[config.mk]
export PLATFORM = sky130hd
export DESIGN_NAME = handle_mark
export DESIGN_NICKNAME = d
export VERILOG_FILES = /design/src/rtl/handle_mark.sv
export SDC_FILE = /design/constraint.sdc
export NUM_CORES = 1
export LEC_CHECK = 0
export ABC_AREA = 1
export BUFFER_PORTS_ARGS = -buffer_cell sky130_fd_sc_hd__buf_2
export CELL_PAD_IN_SITES_DETAIL_PLACEMENT = 1
export CELL_PAD_IN_SITES_GLOBAL_PLACEMENT = 1
export CORE_MARGIN = 10
export CORE_UTILIZATION = 37
export DETAILED_ROUTE_END_ITERATION = 8
export GPL_ROUTABILITY_DRIVEN = 1
export HOLD_SLACK_MARGIN = 0.06
export PLACE_DENSITY_LB_ADDON = 0.1
export SLEW_MARGIN = 20
export SYNTH_ARGS = -nofsm -noshare
export SYNTH_HDL_FRONTEND = slang
export SYNTH_SLANG_ARGS = --single-unit
[constraint.sdc]
create_clock -name clk -period 15.3 [get_ports clk]
set_input_delay 3.06 -clock clk [delete_from_list [all_inputs] [get_ports clk]]
set_output_delay 3.06 -clock clk [all_outputs]
set_load 0.01 [all_outputs]
[src/rtl/handle_mark.sv]
// ============================================================================
//  Module   : handle_mark
//  Purpose  : Marks called bingo numbers on the board, rescans all 12 lines
//             sequentially and publishes the completed-line count and bingo.
//  Revision : 1.0  initial release
// ============================================================================
`default_nettype none

module handle_mark #(
    parameter int LINES_TO_WIN = 5
) (
    input  logic         clk,
    input  logic         rst_n,
    input  logic         interboard_rst,
    input  logic         clear_mark,
    input  logic         board_ready,
    input  logic [124:0] num_to_pos,
    input  logic         call_valid,
    input  logic [7:0]   call_number_BCD,
    output logic         busy,
    output logic         call_reject,
    output logic         mark_done,
    output logic [24:0]  marked,
    output logic [3:0]   line_count,
    output logic         bingo
);

    typedef enum logic [1:0] {
        S_IDLE = 2'd0,
        S_SCAN = 2'd1,
        S_DONE = 2'd2
    } state_t;

    localparam logic [3:0] c_LAST_LINE = 4'd11;

    state_t      r_state, w_state_nxt;
    logic [24:0] r_marked, w_marked_nxt;
    logic [3:0]  r_line_count, w_count_nxt;
    logic [3:0]  r_idx, w_idx_nxt;
    logic [3:0]  r_acc, w_acc_nxt;
    logic        r_busy, w_busy_nxt;
    logic        r_reject, w_reject_nxt;
    logic        r_done, w_done_nxt;

    logic        w_rst;
    logic [6:0]  w_num;
    logic        w_num_ok;
    logic [4:0]  w_pos;
    logic        w_pos_marked;
    logic        w_accept;
    logic [24:0] w_line_mask;
    logic        w_line_full;
    logic [3:0]  w_acc_sum;

    assign w_rst    = ~rst_n | interboard_rst;
    assign w_num    = ({3'b000, call_number_BCD[7:4]} * 7'd10) + {3'b000, call_number_BCD[3:0]};
    assign w_num_ok = (w_num >= 7'd1) && (w_num <= 7'd25);

    // Board lookup only for legal numbers so the slice never leaves the vector.
    always_comb begin
        w_pos = 5'd0;
        for (int n = 1; n <= 25; n++) begin
            if (w_num == 7'(n)) begin
                w_pos = num_to_pos[n*5-1 -: 5];
            end
        end
    end

    always_comb begin
        w_pos_marked = 1'b0;
        for (int p = 0; p < 25; p++) begin
            if (w_pos == 5'(p)) begin
                w_pos_marked = r_marked[p];
            end
        end
    end

    assign w_accept = w_num_ok && (w_pos <= 5'd24) && !w_pos_marked;

    always_comb begin
        case (r_idx)
            4'd0:    w_line_mask = 25'h000001F;
            4'd1:    w_line_mask = 25'h00003E0;
            4'd2:    w_line_mask = 25'h0007C00;
            4'd3:    w_line_mask = 25'h00F8000;
            4'd4:    w_line_mask = 25'h1F00000;
            4'd5:    w_line_mask = 25'h0108421;
            4'd6:    w_line_mask = 25'h0210842;
            4'd7:    w_line_mask = 25'h0421084;
            4'd8:    w_line_mask = 25'h0842108;
            4'd9:    w_line_mask = 25'h1084210;
            4'd10:   w_line_mask = 25'h1041041;
            4'd11:   w_line_mask = 25'h0111110;
            default: w_line_mask = 25'h0000000;
        endcase
    end

    assign w_line_full = ((r_marked & w_line_mask) == w_line_mask) && (w_line_mask != 25'h0);
    assign w_acc_sum   = r_acc + {3'b000, w_line_full};

    always_comb begin
        w_state_nxt  = r_state;
        w_marked_nxt = r_marked;
        w_count_nxt  = r_line_count;
        w_idx_nxt    = r_idx;
        w_acc_nxt    = r_acc;
        w_busy_nxt   = r_busy;
        w_reject_nxt = 1'b0;
        w_done_nxt   = 1'b0;
        if (clear_mark) begin
            w_state_nxt  = S_IDLE;
            w_marked_nxt = 25'h0;
            w_count_nxt  = 4'd0;
            w_idx_nxt    = 4'd0;
            w_acc_nxt    = 4'd0;
            w_busy_nxt   = 1'b0;
        end else begin
            case (r_state)
                S_IDLE: begin
                    if (call_valid && board_ready) begin
                        if (w_accept) begin
                            w_marked_nxt = r_marked | (25'd1 << w_pos);
                            w_idx_nxt    = 4'd0;
                            w_acc_nxt    = 4'd0;
                            w_busy_nxt   = 1'b1;
                            w_state_nxt  = S_SCAN;
                        end else begin
                            w_reject_nxt = 1'b1;
                        end
                    end
                end
                S_SCAN: begin
                    w_acc_nxt = w_acc_sum;
                    if (r_idx == c_LAST_LINE) begin
                        w_count_nxt = w_acc_sum;
                        w_done_nxt  = 1'b1;
                        w_idx_nxt   = 4'd0;
                        w_state_nxt = S_DONE;
                    end else begin
                        w_idx_nxt = r_idx + 4'd1;
                    end
                end
                S_DONE: begin
                    w_busy_nxt  = 1'b0;
                    w_state_nxt = S_IDLE;
                end
                default: begin
                    w_busy_nxt  = 1'b0;
                    w_state_nxt = S_IDLE;
                end
            endcase
        end
    end

    always_ff @(posedge clk) begin
        if (w_rst) begin
            r_state      <= S_IDLE;
            r_marked     <= 25'h0;
            r_line_count <= 4'd0;
            r_idx        <= 4'd0;
            r_acc        <= 4'd0;
            r_busy       <= 1'b0;
            r_reject     <= 1'b0;
            r_done       <= 1'b0;
        end else begin
            r_state      <= w_state_nxt;
            r_marked     <= w_marked_nxt;
            r_line_count <= w_count_nxt;
            r_idx        <= w_idx_nxt;
            r_acc        <= w_acc_nxt;
            r_busy       <= w_busy_nxt;
            r_reject     <= w_reject_nxt;
            r_done       <= w_done_nxt;
        end
    end

    assign busy        = r_busy;
    assign call_reject = r_reject;
    assign mark_done   = r_done;
    assign marked      = r_marked;
    assign line_count  = r_line_count;
    assign bingo       = (r_line_count >= 4'(LINES_TO_WIN));

endmodule

`default_nettype wire

* After elaboration in Yosys (flattened, before gate mapping)
Memory sizes are Yosys's and may differ from the RTL's. A register that Yosys moved wholly into a read port is not among the register bits.
Cells that the tools add are included.
** Operators by class
- Bitwise operators :: 7
- Reductions and logical operators :: 18
- Multipliers :: 1
- $lt $le $gt $ge :: 4
- Shifts and indexed selects :: 1
- Equal/unequal tests :: 55
- Multiplexer cells :: 66
- Add/sub/neg operators :: 3
** Operators by type and width (count)
- $mux W5 :: 25
- $eq A7 B5 Y1 const B :: 10
- $eq A7 B4 Y1 const B :: 8
- $eq A5 B5 Y1 const B :: 9
- $eq A5 B4 Y1 const B :: 8
- $mux W1 :: 29
- $eq A7 B3 Y1 const B :: 4
- $and A25 B25 Y25 :: 1
- $eq A25 B25 Y1 :: 1
- $or A25 B25 Y25 :: 1
- $reduce_bool A25 Y1 :: 1
- $shl A1 B5 Y25 const A :: 1
- $eq A5 B3 Y1 const B :: 4
- $mux W4 :: 5
- $pmux W4 S2 :: 2
- $eq A7 B2 Y1 const B :: 2
- $reduce_and A3 Y1 :: 4
- $eq A5 B2 Y1 const B :: 2
- $add A7 B4 Y7 :: 1
- $eq A7 B1 Y1 const B :: 1
- $ge A7 B1 Y1 const B :: 1
- $le A7 B5 Y1 const B :: 1
- $mul A4 B3 Y6 const B :: 1
- $mux W2 :: 3
- other kinds (21) :: 30
** Storage, ports and cells
- Bits in registers :: 42
- Memories :: 1
- Input port bits :: 139
- Memory bits (read-only) :: 400
- Output and inout bits :: 33
** Memories
- (no name shown) :: depth 16, bits a word 25, rd ports 1, clocked after Yosys merged registers in 1, wr ports 0, line 81 : case (r_idx)

* Longest topological paths before layout
- Depth after elaboration :: 61
- Depth in mapped cells :: 54
- Mapped depth without buffers :: 54

* Worst setup path after synthesis
Ideal clock, no wire load.
- Path kind :: in2reg
- Start point :: input call_number_BCD[5]
- End point :: register w_line_mask[12] (netlist name)
- Data arrival time :: 7596 ps
- Setup time :: 112 ps
- Cell stages on the path :: 49
- Buffers on the path :: 2
- Slack :: 7592 ps
- Path through :: ha_1 ha_1 fa_1 nand2_1 inv_1 nand3_1 nand2_1 nand2_2 nand2_4 inv_6 buf_8 nand3_1 nand2_1 nor2_1 nand4_1 nand2_1 nand4_1 nor2_1 [13 not listed] nand3_1 nand2_1 nand4_1 nand2_1 nand3_1 nand2_1 nand2_1 nand2_2 nand4_4 nand2_1 nand2_1 nand2_1 inv_1 ha_1 nand3_1 nand2_1 nand2_1 nand2_1
** On the way
- Cells in the longest elaborated chain, start to end :: 60
** RTL lines
- start, declared :: line 19 : input logic [7:0] call_number_BCD,
- $mul A4 B3 Y6 (*) :: line 56 : assign w_num = ({3'b000, call_number_BCD[7:4]} * 7'd10) + {3'b000, call_number_BCD[3:0]};
- $add A7 B4 Y7 (*) :: line 56
- $eq A7 B1 Y1 :: line 63 : if (w_num == 7'(n)) begin
- $mux W5 (25 in series) :: line 63
- $logic_not A5 Y1 :: line 72 : if (w_pos == 5'(p)) begin
- $mux W1 (25 in series) :: line 72
- $logic_not A1 Y1 :: line 78 : assign w_accept = w_num_ok && (w_pos <= 5'd24) && !w_pos_marked;
- $logic_and A1 B1 Y1 (*) :: line 78
- $ne A2 B2 Y1 (no line) (*)
- $reduce_and A3 Y1 (no line) (*)
- $mux W4 (no line) (*) (2 in series)
Every way passes the cells marked *; elsewhere a longest branch is shown, timed or not.
A chain may end at the register's enable or synchronous reset.

* Worst setup path in the final report
- Start point :: input call_number_BCD[5]
- End point :: register r_marked[22], in the netlist marked[22]
** On the way
- Cells in the longest elaborated chain, start to end :: 57
** RTL lines
- $mul A4 B3 Y6 (*) :: line 56
- $add A7 B4 Y7 (*) :: line 56
- $eq A7 B1 Y1 :: line 63
- $mux W5 (25 in series) :: line 63
- $logic_not A5 Y1 :: line 72
- $mux W1 (25 in series) :: line 72
- $logic_not A1 Y1 :: line 78
- $logic_and A1 B1 Y1 :: line 78
- $reduce_and A3 Y1 (no line)
- end signal, assigned :: line 167 : r_marked <= w_marked_nxt;
- end, declared :: line 37 : logic [24:0] r_marked, w_marked_nxt;
Marked as above.

==> metrics.csv <==
stage,metric,value,unit
outcome,status,completed,
place,gp_congestion,0.925,
cts,cts_root_buf,clkbuf_16,
cells_and_area,drive_gt1_share,24.1,%
global_route,grt_pass1_wl,30700,um
synthesis,ys.warnings.count,0,
detailed_routing,vias_per_cell,4.95,
die,initial_core_util,37.7,%
setup_path,critical_path_class,in2reg,
setup_path,crit_required,15.58,ns
detailed_routing,drtAntennaViolNets,0,
global_route,antenna_found_initial,0,
global_route,grt_pass1_vias,6129,
timing,drv_slew,0,
synthesis,syn-num-nets,979,
setup_path,crit_fanout,22,
timing,timing.setup.tns,0,ns
synthesis,ys_types,44,
setup_path,critPathMostFrequentCell,nand2_1,
die,core_area,13200,um^2
timing,hold_viol_final,0,
hold_path,min_path_type,reg2reg,
synthesis,syn-cell-area,4990,um^2
setup_path,crit_path_start_kind,input pin,
global_route,use_met1,23.2,%
cells_and_area,stdcell_count,1179,
die,dieArea,18500,um^2
die,ios,172,
detailed_routing,dr.first_iter.drc_count,221,
cells_and_area,nNetsFinal,1151,
timing,fin_crit_sh,58.3,%
timing,setup_viol,0,
global_route,grt_max_degree,32,
cts,cts_resized,0,
global_route,grt_busiest_layer,met2,
synthesis,yosysSeqAreaShare,26.9,%
power_and_ir_drop,powerDensity,82.3,nW/um^2
cts,holdBufCountCts,0,
synthesis,synth-edff-count,0,
synthesis,synth_flop_cell,dfxtp_1,
place,dp.cells,1162,
timing,period_needed,8.93,ns
synthesis,netlist_instances,825,
synthesis,ys_ff_latch,67,
place,port_buffers,171,
synthesis,async_flop_share,0,%
timing,hold_ws,0.475,ns
cts,clock_path_buffers,2,
timing,timing.fmax,112,MHz
cts,clk_pin_slew,0.05,ns
cells_and_area,syn_to_final_growth,27.0,%
timing,tightestPinTransition,0.881,ns
cts,numClockSinks,67,
detailed_routing,wire_per_inst,16.4,um
cts,cts_setup_buffers,0,
timing,finClkSkew,0.00887,ns
cts,numCtsBuffers,9,
detailed_routing,drtPass1Iterations,4,
global_route,grt.overflow.total,0,
timing,grt_setup_unrepaired,false,
setup_path,arrival,9.21,ns
die,die-height,136,um
setup_path,cp_slowest_cell,nor2_2,
synthesis,avgSynthCellArea,6.05,um^2
place,hpwlAfterDp,16000,um
detailed_routing,routed_wl,19300,um
global_route,track_usage,20.5,%
timing,maxSlewHeadroom,41.2,%
die,rows,42,
power_and_ir_drop,finalPower,0.000521,W
cts,insertion_delay,0.34,ns
detailed_routing,vias,5836,
cts,cts_tree,built,
global_route,grt_use_met2,37.3,%
power_and_ir_drop,p_leak,3.16,nW
cts,cts-htree-levels,3,
power_and_ir_drop,ir_worst_vdd,0.0731,mV
setup_path,max_stage_delay,0.72,ns
detailed_routing,drc,0,
job,drv_cap,0,
global_route,use_met3,4.24,%
die,die_x,136,um
setup_path,crit_path_end_kind,flip-flop,
cell usage in the layout (no fill, tap or decap), types with 11 or more instances in the layout:
cell | synthesis | routed
nand2_1 | 255 | 255
buf_2 | 4 | 171
inv_1 | 131 | 131
nor2_1 | 84 | 84
dfxtp_1 | 67 | 67
nand3_1 | 63 | 63
nand4_1 | 50 | 50
a21oi_1 | 34 | 34
o21ai_0 | 19 | 19
ha_1 | 13 | 13
or2_2 | 11 | 11
path summary, 6_finish.rpt:
check	startpoint	cells after the start	slack (ns)	end
worst min register to register	line_count[2]	2	0.48	line_count[2]
worst max register to register	marked[0]	20	12.21	marked[22]
worst max-delay path	call_number_BCD[5]	43	6.37	marked[22]
worst min-delay path	line_count[2]	2	0.48	line_count[2]
through the flow:
| step | setup slack [ns] | utilization, % | area (um^2) |
|---|---|---|---|
| detailed placement | 6.10 | 45.4 | 6010 |
| global route | 5.64 | 47.8 | 6330 |
| global placement | 6.19 | 45.4 | 6010 |
| floorplan | 7.59 | - | 4990 |
| CTS | 6.40 | 47.8 | 6330 |
| finish | 6.37 | 47.8 | 6330 |
power breakdown:
part           switching [W]  leakage (nW)  internal (W)  total [W]
logic              0.0000846          2.47     0.0000390   0.000124
registers        0.000000206         0.540      0.000175   0.000175
clock network      0.0000797         0.153      0.000143   0.000223
final cells by class:
cell class              instances  area (um^2)
diodes                          1         2.50
clock buffers                  10          229
clock inverters                 6         90.1
fillers                      1910         6910
inverters                     141          534
multi-input cells             604         3040
flip-flops and latches         67         1340
well taps                     176          220
repair buffers                174          878
metal layers:
layer,vias to the layer above,part of all wire (%)
met3,26,5.6
met5,-,0
met2,137,51
met4,0,1.7
li1,2981,-
met1,2692,42
cell usage after synthesis (2+ instances only):
library cell | n | area (um^2)
nand2_1 | 255 | 957
inv_1 | 131 | 492
nor2_1 | 84 | 315
dfxtp_1 | 67 | 1340
nand3_1 | 63 | 315
nand4_1 | 50 | 313
a21oi_1 | 34 | 170
o21ai_0 | 19 | 95.1
ha_1 | 13 | 163
or2_2 | 11 | 68.8
inv_2 | 9 | 33.8
nor4_1 | 8 | 50.1
o21ai_1 | 8 | 40.0
nor3_1 | 7 | 35.0
nand2_2 | 6 | 37.5
clkbuf_1 | 5 | 18.8
buf_2 | 4 | 20.0
nand2_4 | 4 | 45.0
nor2_2 | 4 | 25.0
nor2_4 | 4 | 45.0
o21a_1 | 4 | 30.0
nand3_2 | 3 | 30.0
a21oi_4 | 2 | 32.5
a221oi_1 | 2 | 17.5
a22o_1 | 2 | 17.5
buf_4 | 2 | 15.0
fa_1 | 2 | 40.0
nand3_4 | 2 | 35.0
nand4_2 | 2 | 25.0
or2_0 | 2 | 12.5
or2_1 | 2 | 12.5
xor2_1 | 2 | 17.5
state kept, by name, summed over array words and instances (netlist names):
name	flops
marked	25
w_line_mask	25
line_count	4
r_acc	4
r_idx	4
r_state	2
busy	1
call_reject	1
mark_done	1
cells by family (layout without fill, tap and decap cells):
group / count (synthesis) / after routing / synth area share (%)
AOI/OAI and AO/OA: 77 / 77 / 9.06
xor gates and xnor gates: 2 / 2 / 0.351
adders and majority gates: 15 / 15 / 4.06
buffers and inverters: 154 / 331 / 12.3
DFF: 67 / 67 / 26.9
other: 0 / 1 / 0
and+or+nand+nor: 510 / 510 / 47.3
critical path: cells and delay by family:
kind | cells | cell delay [ns]
AOI/OAI and AO/OA | 1 | 0.12
adders and majority gates | 3 | 1.03
buffers and inverters | 5 | 0.79
and+or+nand+nor | 34 | 4.15
No activity file was read; power rests on OpenSTA's default activity.
